[src/rtl/bit_ser_pkg.sv]
// Shared types and constants for the bit serializer and its optional PRBS7 source.
package bit_ser_pkg;

  typedef enum logic [1:0] {IDLE, SHIFT, PRBS} state_t;

  localparam logic [6:0] PRBS7_SEED  = 7'h7F;
  localparam int         PRBS7_TAP_A = 6;
  localparam int         PRBS7_TAP_B = 5;

  // Bit number idx of a w-bit word in transmit order.
  function automatic logic word_bit(input logic [63:0] word, input int w,
                                    input int idx, input logic msb_first);
    int pos;
    pos = msb_first ? (w - 1 - idx) : idx;
    return word[pos[5:0]];
  endfunction

endpackage

[src/rtl/bit_serializer_prbs7.sv]
// PRBS7 (x^7 + x^6 + 1) Fibonacci LFSR; advances only while en is high.
module prbs7_gen
  import bit_ser_pkg::*;
(
  input  logic clk,
  input  logic rst,
  input  logic en,
  output logic bit_out
);

  logic [6:0] lfsr;

  always_ff @(posedge clk) begin
    if (rst) begin
      lfsr <= PRBS7_SEED;
    end else if (en) begin
      lfsr <= {lfsr[5:0], lfsr[PRBS7_TAP_A] ^ lfsr[PRBS7_TAP_B]};
    end
  end

  assign bit_out = lfsr[6];

endmodule

[src/rtl/bit_serializer.sv]
// Parallel-to-serial transmitter with a one-word holding buffer for gapless output.
// Optional PRBS7 test-pattern mode is enabled by defining BIT_SER_PRBS_EN.
module bit_serializer
  import bit_ser_pkg::*;
#(
  parameter int   W         = 8,
  parameter bit   MSB_FIRST = 1'b1,
  parameter logic IDLE_VAL  = 1'b0
) (
  input  logic         clk,
  input  logic         rst,
  input  logic [W-1:0] din,
  input  logic         din_valid,
  output logic         din_ready,
  output logic         dout,
  output logic         dout_valid,
  output logic         word_done,
  output logic         underflow
`ifdef BIT_SER_PRBS_EN
  ,
  input  logic         prbs_mode
`endif
);

  localparam int              CNT_W  = $clog2(W);
  localparam logic [CNT_W-1:0] LAST   = CNT_W'(W - 1);
  localparam logic [CNT_W-1:0] PENULT = CNT_W'(W - 2);

  state_t           state, state_n;
  logic [W-1:0]     hbuf, sreg, sreg_n;
  logic             hfull, hfull_n;
  logic [CNT_W-1:0] cnt, cnt_n;
  logic             dout_n, dout_valid_n, word_done_n, underflow_n;
  logic             load, xfer, prbs_on, prbs_bit;

`ifdef BIT_SER_PRBS_EN
  assign prbs_on = prbs_mode;

  prbs7_gen u_prbs (
    .clk     (clk),
    .rst     (rst),
    .en      (prbs_mode),
    .bit_out (prbs_bit)
  );
`else
  assign prbs_on  = 1'b0;
  assign prbs_bit = 1'b0;
`endif

  assign din_ready = !hfull && !prbs_on;
  assign xfer      = din_valid && din_ready;

  always_comb begin
    state_n      = state;
    hfull_n      = hfull;
    cnt_n        = cnt;
    sreg_n       = sreg;
    dout_n       = dout;
    dout_valid_n = dout_valid;
    word_done_n  = 1'b0;
    underflow_n  = underflow;
    load         = 1'b0;

    if (prbs_on) begin
      state_n      = PRBS;
      dout_n       = prbs_bit;
      dout_valid_n = 1'b1;
    end else begin
      case (state)
        IDLE: begin
          if (hfull) begin
            load = 1'b1;
          end else begin
            dout_n       = IDLE_VAL;
            dout_valid_n = 1'b0;
          end
        end
        SHIFT: begin
          if (cnt == LAST) begin
            if (hfull) begin
              load = 1'b1;
            end else begin
              state_n      = IDLE;
              dout_n       = IDLE_VAL;
              dout_valid_n = 1'b0;
              underflow_n  = 1'b1;
            end
          end else begin
            cnt_n       = cnt + CNT_W'(1);
            dout_n      = word_bit(64'(sreg), W, 32'(cnt) + 1, MSB_FIRST);
            word_done_n = (cnt == PENULT);
          end
        end
        PRBS: begin
          state_n      = IDLE;
          dout_n       = IDLE_VAL;
          dout_valid_n = 1'b0;
        end
        default: state_n = IDLE;
      endcase
    end

    // A load empties the buffer; a transfer refills it. Both never coincide since ready = !hfull.
    if (load) begin
      sreg_n       = hbuf;
      hfull_n      = 1'b0;
      cnt_n        = '0;
      dout_n       = word_bit(64'(hbuf), W, 0, MSB_FIRST);
      dout_valid_n = 1'b1;
      state_n      = SHIFT;
    end
    if (xfer) hfull_n = 1'b1;
  end

  always_ff @(posedge clk) begin
    if (rst) begin
      state      <= IDLE;
      hfull      <= 1'b0;
      cnt        <= '0;
      dout       <= IDLE_VAL;
      dout_valid <= 1'b0;
      word_done  <= 1'b0;
      underflow  <= 1'b0;
    end else begin
      state      <= state_n;
      hfull      <= hfull_n;
      cnt        <= cnt_n;
      dout       <= dout_n;
      dout_valid <= dout_valid_n;
      word_done  <= word_done_n;
      underflow  <= underflow_n;
    end
  end

  always_ff @(posedge clk) begin
    if (xfer) hbuf <= din;
    sreg <= sreg_n;
  end

endmodule

[config.mk]
export PLATFORM = sky130hd
export DESIGN_NAME = bit_serializer
export DESIGN_NICKNAME = d
export VERILOG_FILES = /design/src/rtl/bit_ser_pkg.sv /design/src/rtl/bit_serializer_prbs7.sv /design/src/rtl/bit_serializer.sv
export SDC_FILE = /design/constraint.sdc
export NUM_CORES = 1
export LEC_CHECK = 0
export CORE_ASPECT_RATIO = 1.5
export CORE_MARGIN = 5
export CORE_UTILIZATION = 40
export DETAILED_ROUTE_END_ITERATION = 8
export GPL_TIMING_DRIVEN = 0
export SYNTH_ARGS = -nofsm -noshare
export SYNTH_HDL_FRONTEND = slang
export SYNTH_SLANG_ARGS = --single-unit
[constraint.sdc]
create_clock -name clk -period 2.3 [get_ports clk]
set_input_delay 0.345 -clock clk [delete_from_list [all_inputs] [get_ports clk]]
set_output_delay 0.345 -clock clk [all_outputs]
set_load 0.005 [all_outputs]
==> Word-level counts from Yosys, hierarchy flattened <==
Cells that the tools add are included.
{ "word_totals": {"in_bits": 11, "register_bits": 26} }
{ "op_classes": {"n_reduce_logical": 12, "muxes": 19, "eq_ne": 9, "add_sub_neg": 3, "n_lt_le_gt_ge": 1, "bitwise": 4} }
{ "op_table": {"columns": ["cell", "n"], "rows": [
  ["$mux W1", 12],
  ["$reduce_and A3 Y1", 3],
  ["$lt A6 B7 Y1 const B", 1],
  ["$bmux W1 S6", 1],
  ["$eq A3 B3 Y1 const B", 2],
  ["$ne A2 B2 Y1 const B", 3],
  ["$ne A3 B3 Y1 const B", 2],
  ["$pmux W1 S3", 2],
  ["$sub A3 B4 Y5 const A", 1],
  ["$add A3 B1 Y4 const B", 1],
  ["$mux W2", 2],
  ["$not A1 Y1", 4],
  ["$pmux W2 S2", 1],
  ["$reduce_and A2 Y1", 2],
  ["$reduce_bool A4 Y1", 1],
  ["$add A3 B1 Y3 const B", 1],
  ["$reduce_or A3 Y1", 1],
  ["$eq A2 B1 Y1 const B", 1],
  ["$eq A2 B2 Y1 const B", 1],
  ["$logic_not A2 Y1", 1],
  ["$pmux W1 S2", 1],
  ["$reduce_bool A2 Y1", 1],
  ["$reduce_or A2 Y1", 1],
  ["$logic_and A1 B1 Y1", 1],
  ["$logic_not A1 Y1", 1]
]} }

==> Logic depth before layout (Yosys ltp) <==
{ "logic_depth": {"ltp_word": 7, "depth_mapped": 6} }

==> Worst setup path after synthesis <==
No wires, ideal clock.
{ "synth_path": {"path_kind": "flip-flop to flip-flop", "start": "register cnt[0]", "end": "register sreg[0] (enable)", "path_buffers": 1, "required_ns": 1.976, "path_stages_with_launch": 7, "t_arrival_ns": 1.346, "synth_period_minus_slack_ns": 1.670, "setup_time_ns": 0.324, "path_slack_ns": 0.630, "path_cell_list": "dfxtp_1 ha_1 ha_1 nand2b_1 clkbuf_1 nand2_1 inv_1"} }
{ "synth_between": {"elab_chain_len": 3} }
{ "synth_lines": {"columns": ["item", "line_no", "source"], "rows": [
  ["start, declared", "bit_serializer.sv:32", "logic [CNT_W-1:0] cnt, cnt_n;"],
  ["start signal, assigned", "bit_serializer.sv:127", "cnt <= cnt_n;"],
  ["$eq A3 B3 Y1", "bit_serializer.sv:79", "if (cnt == LAST) begin"],
  ["$mux W1", "bit_serializer.sv:79", null],
  ["$pmux W1 S2", "bit_serializer.sv:69", "case (state)"],
  ["named net load", "bit_serializer.sv:34", "logic load, xfer, prbs_on, prbs_bit;"],
  ["end signal, assigned", "bit_serializer.sv:137", "sreg <= sreg_n;"],
  ["end, declared", "bit_serializer.sv:30", "logic [W-1:0] hbuf, sreg, sreg_n;"]
]} }
The timed path passes the listed nets, and every way through them passes these cells.
A chain may end at the register's enable or synchronous reset.

==> Worst setup path after layout <==
{ "layout_path": {"start": "register cnt[0]", "end": "register sreg[2] (enable)"} }
The elaborated chain is that of the path after synthesis.

==> results.toml <==
[drt]
vias = 547
drt_pre_antenna_iters = 4
viasPerCell = 5.21
wl_per_cell_um = 12.4
ant_nets = 0
drc = 0
drt_iter0_markers = 10
wl_um = 1300

[clock_tree]
clk_latency_ps = 320
clk_path_buf_depth = 2
hold_buffers = 0
cts.htree.levels = 1
clock-sinks = 25
clk_pin_slew_worst_paths_ps = 140
postCtsSetupBuffers = 0
cts-root-buf = "clkbuf_4"
numCtsBuffers = 3
cts_tree = "yes"
postCtsResizedCells = 0

[power]
p_per_area_mw_per_mm2 = 695
power_frac_comb = 0.078
leakagePower_nw = 0.392
p_int_mw = 0.607
swShare = 0.222
switchingPower_mw = 0.173
vdd_ir_drop_max_mv = 0.378
seq_power_share = 0.657
clkPwrFrac = 0.265

[logic_synthesis]
synthesis.area_um2 = 921
avgSynthCellArea_um2 = 14.4
ys_seq_area_frac = 0.717
synthesis.instances = 64
ys_ff_latch = 25
yosysWarnings = 0
synthDistinctLibCells = 22
syn-num-nets = 78

[floorplan]
rows = 21
start_util = 0.412
ioPinCount = 16
core_mm2 = 0.00223
die-width_um = 49.2
die_y_um = 68.8
die_area_mm2 = 0.00338

[worst_setup_path]
cp-end-kind = "flip-flop"
crit_required_ps = 2320
crit_top_cell = "ha_1"
cp_cell_sequence = "ha_1, ha_1, nand2b_1, clkbuf_1, nand2_1, inv_1"
cp-startpoint = "cnt[0]"
crit_slowest_cell = "dfxtp_1"
r2r-start = "cnt[0]"
slowest_delay_ps = 500
path_class = "flip-flop to flip-flop"
arrival_ps = 1950
start_kind = "flip-flop"
critPathMaxFanout = 8

[timing]
hold_violations = 0
max_slew.worst_pin.slew_ps = 662
setup_ws_ps = 373
slew_headroom = 0.558
setup_viol = 0
post-route-min-period_ps = 1930
fin_tns_setup_ps = 0
holdWs_ps = 393
fmax_ghz = 0.519
grt_setup_unrepaired = "no"
slew_violations = 0
fin_skew_ps = 1.19
period_share = 0.838

[layout]
drive_gt1_frac = 0.0732
seq_area_um2 = 661
fillCellCount = 199
antenna_cells = 0
fin_util = 0.502
final_nets = 97
multiInputGateArea_um2 = 241
area_growth_pct = 21.7

[placed_design]
dp_slack_ps = 377
hpwl_um = 962
io_buffers = 14
gp_congestion = 0.728

[global_routing]
grt_use_total = 0.0843
grt_first_pass_wirelength_um = 2160
antenna_found_initial = 0
grt_pass1_vias = 518
grt_max_degree = 17
grt-ovfl-total = 0

[min_path]
hp-start = "rst"
hold_class = "primary input to flip-flop"

[outcome]
outcome = "completed"

[run]
maxCapViolations = 0
-- registers in the layout, indices dropped and copies added, names as in the netlist --
name        cells
hbuf            8
sreg            8
cnt             3
dout            1
dout_valid      1
hfull           1
state           1
underflow       1
word_done       1
-- Yosys cell counts --
cell type | n | area (um^2)
dfxtp_1 | 9 | 180
nand4b_1 | 1 | 8.76
a31oi_1 | 1 | 6.26
nor3_1 | 1 | 5.00
nand3_1 | 3 | 15.0
inv_1 | 3 | 11.3
o41ai_1 | 1 | 8.76
nand2b_1 | 2 | 12.5
mux2_2 | 1 | 11.3
a2111oi_0 | 1 | 8.76
nor2b_1 | 3 | 18.8
edfxtp_1 | 16 | 480
clkbuf_1 | 1 | 3.75
and2b_2 | 1 | 8.76
nand2_1 | 5 | 18.8
a311o_1 | 1 | 10.0
mux4_1 | 1 | 26.3
a21oi_1 | 6 | 30.0
nor3b_1 | 1 | 7.51
ha_1 | 3 | 37.5
buf_1 | 1 | 3.75
nor2_1 | 2 | 7.51
-- layer usage --
layer / global-route usage / wire (um) / vias up
met4: 0.0404 / 21 / 0
met1: 0.0947 / 533 / 251
li1: - / - / 276
met5: 0 / 0 / -
met2: 0.145 / 664 / 18
met3: 0.0258 / 85 / 2
-- worst paths after layout --
path	to	slack (ps)	cells past startpoint
worst max-delay path	sreg[2]	370	6
worst min-delay path	hfull	390	2
worst max register to register	sreg[2]	370	6
worst min register to register	sreg[4]	440	0
-- cells by family after synthesis --
kind of cell | after synthesis | share of synthesized area
muxes | 2 | 0.0408
adders and majority gates | 3 | 0.0408
and+or+nand+nor | 19 | 0.111
AOI/OAI and AO/OA | 10 | 0.0693
DFF | 25 | 0.717
buffers and inverters | 5 | 0.0204
-- area by class of cell --
type / count / share of cell area
Inverter: 3 / 0.0100
Buffer: 2 / 0.00670
Sequential cell: 25 / 0.589
Multi-Input combinational cell: 34 / 0.215
Tap cell: 23 / 0.0257
Clock buffer: 3 / 0.0201
Clock inverter: 1 / 0.00781
Timing Repair Buffer: 14 / 0.125
-- power groups by stage --
stage	Clock, mW	Sequential, mW	Combinational, mW
global placement	0	0.522	0.0607
finish	0.206	0.512	0.0610
CTS	0.215	0.512	0.0616
floorplan	0	0.520	0.0327
global route	0.229	0.515	0.0679
detailed placement	0	0.523	0.0614
-- through the flow --
stage	instances	total power, mW	cell area, um^2
after floorplan	64	0.553	921
after global placement	101	0.583	1090
after detailed placement	101	0.584	1090
after CTS	105	0.789	1120
after global routing	105	0.812	1120
final	105	0.780	1120
-- placed cells by master (no fill, tap or decap), types with 2 or more instances in the layout --
cell / instances
nand2b_1: 2
edfxtp_1: 16
clkbuf_4: 3
dfxtp_1: 9
nor2_1: 2
inv_1: 3
a21oi_1: 6
nor2b_1: 3
nand2_1: 5
nand3_1: 3
ha_1: 3
clkdlybuf4s50_1: 14
-- critical path: cells and delay by family (launching register included) --
family | cells | cell delay (ps)
buf+inv | 2 | 530
flops | 1 | 500
fa+ha+maj | 2 | 380
simple gates | 2 | 230
(Power assumes the default switching activity.)
